==> src/rtl/stream_arb2.sv <==
// stream_arb2 -- two-input round-robin packet arbiter with a one-entry
// registered output stage.
//
// The arbiter picks source A or B, holds that grant until the packet's last
// beat has been accepted, then hands priority to the other source. Accepted
// beats are registered and appear on out_* one cycle later.
//
// Ports:
//   clk, rst                    clock, synchronous active-high reset
//   a_valid/a_data/a_last       source A beat          a_ready  A accepted
//   b_valid/b_data/b_last       source B beat          b_ready  B accepted
//   sel                         current selection (0 = A, 1 = B)
//   out_valid/out_data/out_last registered beat
//   out_src                     source of the registered beat (0 = A, 1 = B)
//   out_ready                   consumer accepts the registered beat
module stream_arb2 #(
  parameter int WIDTH = 8
) (
  input  logic             clk,
  input  logic             rst,
  input  logic             a_valid,
  input  logic [WIDTH-1:0] a_data,
  input  logic             a_last,
  output logic             a_ready,
  input  logic             b_valid,
  input  logic [WIDTH-1:0] b_data,
  input  logic             b_last,
  output logic             b_ready,
  output logic             sel,
  output logic             out_valid,
  output logic [WIDTH-1:0] out_data,
  output logic             out_last,
  output logic             out_src,
  input  logic             out_ready
);

  localparam logic [1:0] ST_IDLE   = 2'd0;
  localparam logic [1:0] ST_LOCK_A = 2'd1;
  localparam logic [1:0] ST_LOCK_B = 2'd2;

  logic [1:0]       state_q, state_d;
  logic             prio_q, prio_d;   // source granted most recently
  logic             out_valid_q, out_valid_d;
  logic [WIDTH-1:0] out_data_q, out_data_d;
  logic             out_last_q, out_last_d;
  logic             out_src_q, out_src_d;

  logic             load_en;
  logic             sel_c;
  logic             xfer;
  logic [WIDTH-1:0] beat_data;
  logic             beat_last;

  // Stage can take a beat when empty or being drained this cycle.
  assign load_en = !out_valid_q || out_ready;

  // Selection: a lock pins the grant; in IDLE a lone valid source wins,
  // otherwise the source that did not win last time is offered.
  always_comb begin
    sel_c = ~prio_q;
    if (rst) begin
      sel_c = 1'b0;
    end else begin
      case (state_q)
        ST_LOCK_A: sel_c = 1'b0;
        ST_LOCK_B: sel_c = 1'b1;
        default: begin
          if (a_valid && !b_valid)      sel_c = 1'b0;
          else if (b_valid && !a_valid) sel_c = 1'b1;
          else                          sel_c = ~prio_q;
        end
      endcase
    end
  end

  assign sel     = sel_c;
  assign a_ready = !rst && load_en && !sel_c;
  assign b_ready = !rst && load_en && sel_c;

  // Same sel ? B : A convention as the downstream mux.
  assign xfer      = sel_c ? (b_valid && b_ready) : (a_valid && a_ready);
  assign beat_data = sel_c ? b_data : a_data;
  assign beat_last = sel_c ? b_last : a_last;

  always_comb begin
    state_d = state_q;
    prio_d  = prio_q;
    if (xfer) begin
      if (beat_last) begin
        state_d = ST_IDLE;
        prio_d  = sel_c;
      end else begin
        state_d = sel_c ? ST_LOCK_B : ST_LOCK_A;
      end
    end
  end

  always_comb begin
    out_valid_d = out_valid_q;
    out_data_d  = out_data_q;
    out_last_d  = out_last_q;
    out_src_d   = out_src_q;
    if (xfer) begin
      out_valid_d = 1'b1;
      out_data_d  = beat_data;
      out_last_d  = beat_last;
      out_src_d   = sel_c;
    end else if (out_ready) begin
      out_valid_d = 1'b0;   // drained, payload fields keep their value
    end
  end

  always_ff @(posedge clk) begin
    if (rst) begin
      state_q     <= ST_IDLE;
      prio_q      <= 1'b1;  // B counts as last winner so A goes first
      out_valid_q <= 1'b0;
      out_data_q  <= '0;
      out_last_q  <= 1'b0;
      out_src_q   <= 1'b0;
    end else begin
      state_q     <= state_d;
      prio_q      <= prio_d;
      out_valid_q <= out_valid_d;
      out_data_q  <= out_data_d;
      out_last_q  <= out_last_d;
      out_src_q   <= out_src_d;
    end
  end

  assign out_valid = out_valid_q;
  assign out_data  = out_data_q;
  assign out_last  = out_last_q;
  assign out_src   = out_src_q;

endmodule
==> config.mk <==
export PLATFORM = sky130hd
export DESIGN_NAME = stream_arb2
export DESIGN_NICKNAME = d
export VERILOG_FILES = /design/src/rtl/stream_arb2.sv
export SDC_FILE = /design/constraint.sdc
export NUM_CORES = 1
export LEC_CHECK = 0
export ABC_AREA = 1
export CORE_AREA = 4 4 41 43
export DETAILED_ROUTE_END_ITERATION = 12
export DIE_AREA = 0 0 45 47
export DONT_BUFFER_PORTS = 1
export PLACE_DENSITY = 0.8
export SLEW_MARGIN = 25
export SYNTH_ARGS = -nofsm -noshare
export SYNTH_HDL_FRONTEND = slang
export SYNTH_SLANG_ARGS = --single-unit
export TNS_END_PERCENT = 30
==> constraint.sdc <==
create_clock -name clk -period 1.8 [get_ports clk]
set_input_delay 0.36 -clock clk [delete_from_list [all_inputs] [get_ports clk]]
set_output_delay 0.36 -clock clk [all_outputs]
set_load 0.05 [all_outputs]
Word-level counts from Yosys, hierarchy flattened

Index checks and enable logic that the tools add are counted.

Logic and storage cells: 35
Input bits: 23
Bits in registers: 14
Output and inout bits: 14

Reductions and logical operators: 15
Equality and inequality tests: 2
Mux-type cells: 11
Bitwise logic cells: 1

Operators with widths:

| cell                                           | number |
|---|---|
| two-way mux 8 bit                              | 1 |
| logical AND 1 bit                              | 7 |
| two-way mux 1 bit                              | 7 |
| zero test 1 bit                                | 5 |
| two-way mux 2 bit                              | 2 |
| == test 2 x 1 -> 1 bit (second input constant) | 1 |
| == test 2 bit (second input constant)          | 1 |
| one-hot mux 1 bit (2 select lines)             | 1 |
| AND reduction 2 bit                            | 1 |
| nonzero test 2 bit                             | 1 |
| logical OR 1 bit                               | 1 |
| NOT 1 bit                                      | 1 |

Depth between registers and ports, before layout

Gate-level depths: netlist of the first run.

Word-level depth: 11
Mapped depth: 12
Depth with buffers taken out: 11

Worst setup path after synthesis of the first run

OpenSTA, ideal clock, no wires.

Kind: register to output
Start point: register state_q[0]
End point: output a_ready
Required time: 1.440 ns
Arrival: 2.282 ns
Path slack: -0.842 ns
Buffers on the path: 1
Cell stages (with the launch flop): 10
Cell sequence: dfxtp_1 -> inv_1 -> ha_1 -> inv_1 -> nor2_2 -> nand2_2 -> nand2_2 -> inv_2 -> buf_2 -> nor3_1

Longest elaborated chain between the ends: 5
Elaborated cells between the ends (all ways): 6

Ends and longest elaborated chain:

| what                                                           | line | source |
|---|---|---|
| start, declared                                                | 41   | `logic [1:0] state_q, state_d;` |
| start signal, assigned                                         | 122  | `state_q <= state_d;` |
| == test 2 bit / == test 2 x 1 -> 1 bit (equally long branches) | 64   | `case (state_q)` |
| one-hot mux 1 bit (2 select lines) (*)                         | 64   |  |
| two-way mux 1 bit (*)                                          | 61   | `if (rst) begin` |
| net sel                                                        | 29   | `output logic sel,` |
| zero test 1 bit (*)                                            | 77   | `assign a_ready = !rst && load_en && !sel_c;` |
| logical AND 1 bit (*)                                          | 77   |  |
| end, declared                                                  | 24   | `output logic a_ready,` |

Mark *: on every way through the listed nets, which the timed path passes. The rest lies on a longest branch.

Final worst setup path of the first run

Start point: register state_q[0]
End point: output a_ready

Longest elaborated chain between the ends: 5
Elaborated cells between the ends (all ways): 6

Ends and longest elaborated chain:

| what                                                           | line |
|---|---|
| == test 2 bit / == test 2 x 1 -> 1 bit (equally long branches) | 64 |
| one-hot mux 1 bit (2 select lines) (*)                         | 64 |
| two-way mux 1 bit (*)                                          | 61 |
| zero test 1 bit (*)                                            | 77 |
| logical AND 1 bit (*)                                          | 77 |

Mark *: on every way between the ends. The rest lies on a longest branch, timed or not.

==> results of run 1 <==
## state kept, by name, summed over array words and instances (netlist names)
name	count
out_valid	1
state_q	2
prio_q	1
out_src	1
out_last	1
out_data	8
## layout make-up
class | count | share of cell area, %
clock buffer | 4 | 3.634
inverter | 8 | 3.509
multi-input combinational | 84 | 46.37
sequential | 14 | 28.20
tap | 15 | 1.880
timing repair buffer | 18 | 16.42
## power by group
part           switching [mW]  total (mW)  internal, mW
sequential              0.159       0.519         0.360
combinational           0.297       0.530         0.233
clock                   0.111       0.234         0.123
total                   0.567        1.28         0.716
## path summary, 6_finish.rpt
kind / start / end / slack [ps]
worst min-delay path: rst / out_src$_SDFFE_PP0P_ / 130
worst max register to register: state_q[0]$_SDFFE_PP0P_ / out_data[2]$_SDFFE_PP0P_ / 20
worst max-delay path: state_q[0]$_SDFFE_PP0P_ / a_ready / -160
worst min register to register: prio_q$_SDFFE_PP1P_ / prio_q$_SDFFE_PP1P_ / 520
## per-layer routing
layer	wire [um]	up-vias
met5	0	-
met4	9	0
met3	182	2
met2	1099	35
met1	872	362
li1	-	379
## synthesized netlist by cell type, types with 2 or more instances
cell type	number
nand2_1	32
nor2_1	26
dfxtp_1	14
o21bai_1	10
inv_1	6
nand3_1	4
a21oi_1	2
buf_2	2
inv_2	2
nand2_2	2
nor2_2	2
## critical path, cell delays in order (launching register included)
cell	delay, ps
dfxtp_2	350
inv_2	40
ha_4	260
inv_2	40
nor2_4	70
nand2_2	70
nand2_4	80
inv_4	40
nor3_4	190
buf_12	160
## cell families (layout without fill, tap and decap cells)
group           after synthesis  count (layout)  share of synthesized area (%)
flops                        14              14                          38.23
fa+ha+maj                     1               1                          1.706
simple gates                 70              70                          40.27
buf+inv                      12              30                          7.508
compound gates               13              13                          12.29
## timing repair
| item | CTS | global route |
|---|---|---|
| endpoints found under the setup margin | 3 | 16 |
| pin swaps | 4 | 6 |
| resized for setup | 6 | 8 |
| setup buffers | 4 | 8 |
==> results, run 1 <==
- In the layout the commonest cells are nand2_1, nor2_1, buf_4.
- In the global route stage, met1 resource usage came out at 26.62%.
- Counting flops with a built-in enable in the synthesized netlist gives 0.
- Summed over its instances, the top area cell type makes up 38.23% of the synthesized netlist area.
- The worst hold path belongs to the class input pin to flip-flop.
- The final number of hold-violating endpoints came to 0.
- The fraction of the core area covered by cells at the end of the flow is 76.73%.
- Summing all multi-input logic gate instances after layout gives 462.9 um^2.
- After legalization and detailed placement, the total HPWL measured 1329 um.
- Of all nets on the critical path, the largest fanout is 3.
- The total detailed-routing wirelength is 2163 um.
- The post-layout instance count excluding filler cells is 143.
- Ranked by total cell area, the synthesized netlist is headed by dfxtp_1, nand2_1, nor2_1, o21bai_1, inv_1.
- The sequential share of the synthesized area is 38.23%.
- The number of rows created at floorplan is 13.
- The first global-routing pass estimated 3187 um of wire.
- Including well taps, the total number of placed cells is 127.
- For the final database, setup skew stands at 8.232 ps.
- The met2 usage is 32.77%.
- The overall power is 1.283 mW.
- The detailed router finished its first iteration with 18 violations.
- The via total after detailed routing is 778.
- The I/O pin total is 37.
- The final layout contains 153 nets.
- The final count of pins violating max slew is 0.
- The maximum number of pins on one net before global-route repair is 17.
- The met3 track demand over resource in global routing is 5.364%.
- TritonCTS created 3 clock buffers.
- Of the cells placed in the final design, the portion with a size suffix greater than 1 is 28.91%.
- The total power density per cell area is 1285 mW/mm^2.
- The count of distinct cell types in the synthesized netlist is 19.
- At the end of routability-driven placement, the weighted congestion stood at 0.7477.
- The maximum ir drop on the vdd rail is 887.2 uV.
- The initial antenna violation count is 0.
- The count of buffers from port buffering is 0.
- Clock-pin slew was measured on the worst setup and hold paths at 100 ps.
- The run finished, with violations left.
- The relative slew slack is 64.03%.
- After detailed routing, the number of vias per cell comes to 5.441.
- The area of the mapped netlist is 733.2 um^2.
- The tightest hold margin is 134.3 ps.
- The clock tree from TritonCTS is yes.
- The initial utilization of the core area, before any placement, comes to 56.35%.
- The number of buffers between clock root and the deepest sink is 2.
- Counting the fill cells in the layout gives 87.
- The final cell area excluding filler cells is 998.5 um^2.
- The die outline width is 45 um.
- The arrival time at the worst endpoint is 1600 ps.
- In the final timing run, aggregate negative setup slack is -400.1 ps.
- The total placed instance area is 812.0 um^2.
- The area growth from synthesis to layout is 36.18%.
- The mean area per synthesized cell is 6.665 um^2.
- The first-pass detailed-route iteration total is 5.
- The aggregate global routing overflow is 0.
- Summed over all cells, the static leakage comes to 0.5289 nW.
- The library cell used most frequently in the layout, excluding fill and tap cells, is nand2_1.
- The region available for standard cell placement spans 0.001301 mm^2.
- The total DRC errors in the routed layout is 0.
- The clock latency of the later-clocked register in the worst-skew pair is 280 ps.
- Setup violations remaining at the end of the flow were counted as 3.
- The number of instances in the synthesized netlist is 110.
- The number of clock sinks is 14.
- The cell chosen for the clock root is clkbuf_4.
- The minimum clock period is 1960 ps.
- The number of hold-repair buffers added at the cts stage is 0.
- The top achievable clock speed is 510.3 MHz.
- The via count of the first global-routing pass is 702.
- Timing analysis after detailed placement gives a worst setup slack of 43.04 ps.
- The die covers 0.002115 mm^2.
- The depth of the worst register-to-register path is 12.
- STA puts the critical path data required time at 1440 ps.
- The capturing element type of the critical path is a primary output.
- The count of nets left with antenna violations once routing finished came out at 0.
- The total nets after synthesis is 134.
- The tool flagged a number of max-cap violations equal to 0.
- The layer flagged by global routing as most heavily used is met2.
- The footprint of the flip-flops and latches is 281.5 um^2.
- The floorplan step set the die height to 47 um.
- The post-layout worst setup margin is -159.8 ps.
- The average routed wire per standard cell is 15.13 um.
- Counting flops with an async set or reset pin after synthesis yields a share of 0%.
- The share of the cycle needed by the critical path after routing is 108.9%.
- The setup path with the least slack is of type flip-flop to primary output.
- Counting instances, the worst hold path has a depth of 1.
- During synthesis, Yosys emitted a total of 0 warnings.
- Synthesis inferred 14 register bits.
- For this run, the leading register cell type out of synthesis is dfxtp_1.
- The checks that failed: negative setup slack.
- In this run the number of H-tree levels came out at 1.
- The actual slew at the worst max-slew pin is 538.8 ps.
- For this run, the total global-route usage over all layers was measured as 20.67%.
- Setup repair after global routing could not meet its margin everywhere.
- The number of antenna diodes in the final layout is 0.
- The kind of launch point of the worst setup path is a flip-flop.
- The largest area contributor in the synthesized netlist is dfxtp_1.
No activity file was read; power rests on OpenSTA's default activity.
==> run 2: changes to the inputs <==
--- a/config.mk
+++ b/config.mk
@@ -7,6 +7,7 @@
 export LEC_CHECK = 0
 export ABC_AREA = 1
 export CORE_AREA = 4 4 41 43
+export CTS_BUF_LIST = sky130_fd_sc_hd__clkbuf_4
 export DETAILED_ROUTE_END_ITERATION = 12
 export DIE_AREA = 0 0 45 47
 export DONT_BUFFER_PORTS = 1
==> run 2 against run 1 <==
Against the previous run:
- critical path depth is the same
- utilization fell by 3.1 points
- fmax decreased by 0.96%
- register-to-register slack better by 20 ps
- critical endpoint unchanged
- routed wire length grew 1.2%
- cell count decreased by 2.8%
- the run still ends with negative setup slack left
- sequential share of layout area increased by 1.2 points
- combinational power decreased by 4.3%
==> results, run 2 (synthesis results as in run 1) <==
- The finished cells cover 958.4 um^2.
- The later pin in the worst-skew pair is clocked with a latency of 290 ps.
- The relative slew slack is 64.77%.
- Walking the worst path, the cells encountered are inv_2, ha_4, inv_2, nor2_4, nand2_2, nand2_4, inv_4, nor3_4, buf_12.
- The die outline width is 45 um.
- The critical path is of the flip-flop to primary output type.
- The initial antenna violation count is 0.
- Net switching is 46.66% of the power.
- 37 I/O pins were placed.
- The tree is rooted in a clkbuf_4.
- The tightest min-delay check is of the input pin to flip-flop type.
- The remaining number of nets flagged by the antenna check after routing is 0.
- The final layout contains routed wiring with a total length of 2189 um.
- The first routing iteration left 33 violations.
- In this run the static leakage power is 0.5037 nW.
- The final reports fail on negative setup slack.
- Across the routed clock network, the largest skew measured is 0.9483 ps.
- The tool flagged a number of max-cap violations equal to 0.
- The count of H-tree levels built during CTS is 1.
- The maximum fanout along the worst path is 3.
- The number of buffers between clock root and the deepest sink is 2.
- Clock tree synthesis inserted a total of 3 buffers.
- The final HPWL from detailed placement is 1329 um.
- At the pin with the least slew margin, the transition time is 527.8 ps.
- The internal portion of the total power is 0.6501 mW.
- The number of antenna repair diodes is 0.
- The sum of negative setup slack is -447.0 ps.
- The average routed wire per standard cell is 15.75 um.
- The run finished, with violations left.
- The fraction of power consumed by combinational cells is 41.6%.
- The count of fill cells added during filler insertion is 95.
- The global-route usage over all layers is 20.59%.
- The library cell used most frequently in the layout, excluding fill and tap cells, is nand2_1.
- The slowest cell on the critical path is dfxtp_2.
- After clock tree synthesis, the clock-pin slew on the worst setup and hold paths is 90 ps.
- In the layout the commonest cells are nand2_1, nor2_1, dfxtp_1.
- TritonCTS built the clock tree.
- The core area is 0.001301 mm^2.
- The number of rows created at floorplan is 13.
- The via count of the first global-routing pass was 705.
- The largest incremental delay on the critical path is 350 ps.
- The analysis attributes to net switching a power of 0.5688 mW.
- The maximum ir drop on the vdd rail is 769.3 uV.
- The final setup violation count is 3.
- The first TritonRoute pass finished after 4 iterations.
- The aggregate global routing overflow is 0.
- Once the floorplan was initialized, standard cells occupied 56.35% of the core.
- The arrival time at the worst endpoint is 1620 ps.
- For the finished layout, the period the worst path requires is 1979 ps.
- Of the cells placed in the final design, the portion with a size suffix greater than 1 is 25.81%.
- For this run, the share of the core covered by cells in the final layout is 73.65%.
- The mean number of vias per cell is 5.590.
- The floorplan step defined a die boundary enclosing 0.002115 mm^2.
- Entering global routing, the biggest net connects 17 pins.
- The placed instances occupy a cell area of 812.0 um^2.
- The via total after detailed routing is 777.
- The most prevalent standard cell on the critical path is inv_2.
- The part of the power in registers is 42.6%.
- The count of buffers from port buffering is 0.
- Setup repair after global routing could not meet its margin everywhere.
- The register with the most flip-flops in the layout has 8 of them.
- The final number of hold-violating endpoints was 0.
- The total power density per cell area is 1272 mW/mm^2.
- At the worst endpoint, the required time is 1440 ps.
- The final-stage net count is 149.
- The final count of pins violating max slew is 0.
- For this run, design rule violations remaining after detail routing come to 0.
- The post-layout worst setup margin is -178.8 ps.
- The last weighted congestion value of the routability-driven placer is 0.7477.
- The capturing element type of the critical path is a primary output.
- The global-route wire length before repair is 3132 um.
- In this run, the clock network consumes 15.9% of the power.
- The overall power is 1.219 mW.
- The area growth from synthesis to layout is 30.72%.
- The number of clock sinks is 14.
- The kind of launch point of the worst setup path is a flip-flop.
- The top achievable clock speed is 505.3 MHz.
- In the finished design, the share of the clock period the worst path needs comes to 109.9%.
- The die is 47 um tall.
## run 2: cell count changes in the layout (fill, tap and decap cells not counted)
cell	before	now
buf_4	15	11
buf_6	1	0
clkbuf_8	1	0
clkinv_1	0	1
nand2_4	1	2
## run 2: repair_timing
action                     in CTS  in global routing
setup endpoints to repair       3                 16
hold buffers                    0                  0
setup buffers                   4                  3
pin swaps                       4                  6
resized for setup               6                  6
cloned                          0                  1
## run 2: through the flow
| step | hold WS, ps | std cells | setup WS (ps) |
|---|---|---|---|
| floorplan | 450.5 | 110 | -112.0 |
| global placement | 432.5 | 127 | 98.79 |
| detailed placement | 435.4 | 127 | 43.04 |
| CTS | 135.9 | 135 | -188.2 |
| global route | 129.7 | 139 | -240.1 |
| finish | 131.8 | 139 | -178.8 |
## run 2: worst max-delay path, delay by kind of cell, from the launching register on
family                   cells  cell delay (ps)
adder cells (fa/ha/maj)      1              270
buffers and inverters        4              290
AND/OR/NAND/NOR              4              410
flip-flops                   1              350
## run 2: cell type report
class	instances	area (um^2)	area share, %
flip-flops and latches	14	281.5	29.37
inverters	8	35.03	3.655
well taps	15	18.77	1.958
clock inverters	1	3.754	0.3916
clock buffers	3	22.52	2.350
repair buffers	13	122.6	12.79
multi-input cells	85	474.2	49.48
## run 2: worst paths after layout
| kind | start | endpoint | slack, ps | cells past startpoint |
|---|---|---|---|---|
| setup / recovery | state_q[0]$_SDFFE_PP0P_ | a_ready | -180 | 9 |
| hold / removal | rst | out_src$_SDFFE_PP0P_ | 130 | 1 |
| setup reg to reg | state_q[0]$_SDFFE_PP0P_ | state_q[1]$_SDFFE_PP0P_ | 40 | 13 |
| hold reg to reg | prio_q$_SDFFE_PP1P_ | prio_q$_SDFFE_PP1P_ | 500 | 2 |
## run 2: layer usage
metal	vias up	wire length, um	GRT usage (%)	share of wire [%]
li1	370	-	-	-
met1	359	842	25.46	38
met2	41	1114	31.92	51
met3	7	188	7.280	8.6
met4	0	43	9.942	2.0
met5	-	0	0	0
## run 2: power by group through the flow
| stage | clock [mW] | sequential, mW | combinational, mW |
|---|---|---|---|
| 4_1_cts | 0.188 | 0.518 | 0.438 |
| 6_report | 0.194 | 0.519 | 0.507 |
| 2_1_floorplan | 0 | 0.524 | 0.298 |
| 3_5_place_dp | 0 | 0.523 | 0.384 |
| 3_3_place_gp | 0 | 0.522 | 0.369 |
| 5_1_grt | 0.205 | 0.525 | 0.550 |
==> run 3: changes to the inputs <==
--- a/config.mk
+++ b/config.mk
@@ -6,10 +6,10 @@
 export NUM_CORES = 1
 export LEC_CHECK = 0
 export ABC_AREA = 1
-export CORE_AREA = 4 4 41 43
+export CORE_MARGIN = 4
+export CORE_UTILIZATION = 55
 export CTS_BUF_LIST = sky130_fd_sc_hd__clkbuf_4
 export DETAILED_ROUTE_END_ITERATION = 12
-export DIE_AREA = 0 0 45 47
 export DONT_BUFFER_PORTS = 1
 export PLACE_DENSITY = 0.8
 export SLEW_MARGIN = 25
==> run 3 against run 2 <==
Against the previous run:
- the flow still finishes with violations (negative setup slack)
- routed wire length decreased by 10%
- clock skew about the same
- utilization increased by 6.0 points
- clock-buffer cell count unchanged
- cell count unchanged
- register-to-register slack got worse by 130 ps
- power decreased by 3.4%
- cell area decreased by 1.4%
- hold slack improved by 13 ps
- largest cell class unchanged
- highest routed layer unchanged
==> results, run 3 (synthesis results as in run 1) <==
- The flow ran to the end, but the final reports show violations.
- The checks that failed: negative setup slack.
- Setup repair after global routing could not meet its margin everywhere.
- The overall power is 1.177 mW.
- The final HPWL from detailed placement is 1256 um.
- The floorplan step defined a core boundary enclosing 0.001186 mm^2.
- In this run the count of I/O pins placed on the die edge is 37.
- Counting the fill cells in the layout gives 85.
- The growth of design area from synthesis to finish is 28.84%.
- The worst setup path is captured at a primary output.
- The floorplan has 12 rows.
- The slowest cell on the critical path is dfxtp_2.
- The final number of hold-violating endpoints is 0.
- The relative slew slack is 64.96%.
- In the routed design, unresolved DRC markers number 0.
- The starting density of the core is 61.81%.
- In this design, the stage delay of the slowest critical-path cell is 340 ps.
- The detailed router's first-iteration violation count is 21.
- The first detailed-routing pass took 4 iterations.
- The clock latency of the later-clocked register in the worst-skew pair is 270 ps.
- The path class of the tightest hold or removal check is input pin to flip-flop.
- The die is 44.51 um wide.
- In this run the number of H-tree levels came out at 1.
- The final count of pins violating max slew was 0.
- The arrival time at the worst endpoint is 1600 ps.
- The share of the cycle needed by the critical path after routing is 109.1%.
- The area enclosed by the die boundary is 0.001981 mm^2.
- The multi-input gate area in the final layout is 444.2 um^2.
- The actual slew at the worst max-slew pin is 524.8 ps.
- The final cell area excluding filler cells is 944.7 um^2.
- The maximum number of pins on one net before global-route repair is 17.
- The height of the chip is 44.51 um.
- The required time at the worst-slack endpoint is 1440 ps.
- The last weighted congestion value of the routability-driven placer is 0.7423.
- The footprint of the flip-flops and latches is 281.5 um^2.
- Together, buffers and inverters on the worst path number 4.
- The cell chosen for the clock root is clkbuf_4.
- The minimum clock period is 1964 ps.
- The flip-flop count of the largest register after layout is 8.
- The kind of launch point of the worst setup path is a flip-flop.
- The count of buffers from port buffering is 0.
- The maximum ir drop on the vdd rail is 879.2 uV.
- The dominant delay contributor by cell family on the critical path is simple AND/OR/NAND/NOR gates.
- The library cells used most frequently in the layout, excluding fill and tap cells, are nand2_1, nor2_1, dfxtp_1.
- In this run the power density over the cells is 1246 mW/mm^2.
- The repair_antennas step left the layout with diodes totalling 0.
- The aggregate global routing overflow is 0.
- The global-route wire length before repair is 3084 um.
- The max-cap check violation count is 0.
- The worst-case setup slack after placement is 79.90 ps.
- The via total after detailed routing is 776.
- In the final design database the tool counted 151 nets.
- Dividing the detail-routed via count by the number of cells gives 5.583.
- The number of buffers between clock root and the deepest sink is 2.
- TritonCTS built the clock tree.
- In this run the static leakage power is 0.5058 nW.
- The library cell used most frequently in the layout, excluding fill and tap cells, is nand2_1.
- Cells fill 79.64% of the core in the end.
- The final setup violation count is 16.
- In the final routed layout, each cell accounts on average for 14.15 um.
- Clock tree synthesis inserted a total of 3 buffers.
- The clock drives 14 sinks.
- Of the cells placed in the final design, the portion with a size suffix greater than 1 is 27.20%.
- The critical path goes through inv_2, ha_4, inv_2, nor2_2, nand2_2, nand2_4, inv_4, nor3_4, buf_12.
- The via count of the first global-routing pass came to 748.
- The remaining number of nets flagged by the antenna check after routing is 0.
- The most prevalent standard cell on the critical path is inv_2.
- The maximum fanout along the worst path is 3.
- The global-route usage over all layers is 20.56%.
- The critical path is of the flip-flop to primary output type.
- The total placed instance area is 810.8 um^2.
- The register-to-register setup slack is -90 ps.
- Buffers inserted to repair hold after CTS numbered 0.
- The routed design has 1967 um of wire.
- On the final layout, the worst clock skew is 0.4796 ps.
- Clock-pin slew was measured on the worst setup and hold paths at 80 ps.
- The initial antenna violation count is 0.
- In the post-route analysis, the smallest setup slack over all paths is -164.3 ps.
- The top achievable clock speed is 509.1 MHz.
- Hold timing on the final database bottoms out at a slack of 145.0 ps.
run 3: timing repair:
item	CTS	global route
cloned	0	1
pin swaps	11	8
setup buffers	6	3
resized for setup	8	2
setup endpoints to repair	3	16
run 3: power by group:
part           internal [mW]  leakage (nW)  switching [mW]  total, mW
registers              0.360         0.116           0.157      0.517
logic                  0.210         0.376           0.282      0.492
clock network         0.0773        0.0138          0.0905      0.168
total                  0.647         0.506           0.530       1.18
run 3: worst paths after layout:
kind / startpoint / endpoint / cells after the start
worst max-delay path: state_q[0]$_SDFFE_PP0P_ / a_ready / 9
worst min-delay path: rst / out_src$_SDFFE_PP0P_ / 1
worst max register to register: state_q[0]$_SDFFE_PP0P_ / state_q[0]$_SDFFE_PP0P_ / 12
worst min register to register: state_q[0]$_SDFFE_PP0P_ / state_q[0]$_SDFFE_PP0P_ / 2
run 3: worst register-to-register path: stages (launching register included):
cell,delay (ps)
dfxtp_2,340
inv_2,40
ha_4,250
inv_2,30
nor2_2,80
nand2_2,80
buf_4,140
buf_4,120
buf_4,130
nand4_1,200
nand2_2,170
o21bai_1,170
nor2_1,50
run 3: layout make-up:
type                            instances  share of cell area, %
Multi-Input combinational cell         85                  47.02
Timing Repair Buffer                   15                  14.97
Clock buffer                            3                  2.384
Sequential cell                        14                  29.80
Tap cell                               14                  1.854
Inverter                                8                  3.974
run 3: per-stage QoR:
stage,setup TNS (ps),std cells
5_1_grt,-2892,139
4_1_cts,-889.9,135
6_report,-1341,139
3_5_place_dp,0,126
3_3_place_gp,0,126
2_1_floorplan,-130.1,110
run 3: layer usage:
| layer | wire, um | vias up | share of wire, % | GRT usage [%] |
|---|---|---|---|---|
| li1 | - | 374 | - | - |
| met3 | 221 | 9 | 11 | 9.756 |
| met2 | 937 | 33 | 48 | 33.24 |
| met5 | 0 | - | 0 | 0 |
| met4 | 53 | 0 | 2.7 | 11.45 |
| met1 | 754 | 360 | 38 | 21.71 |
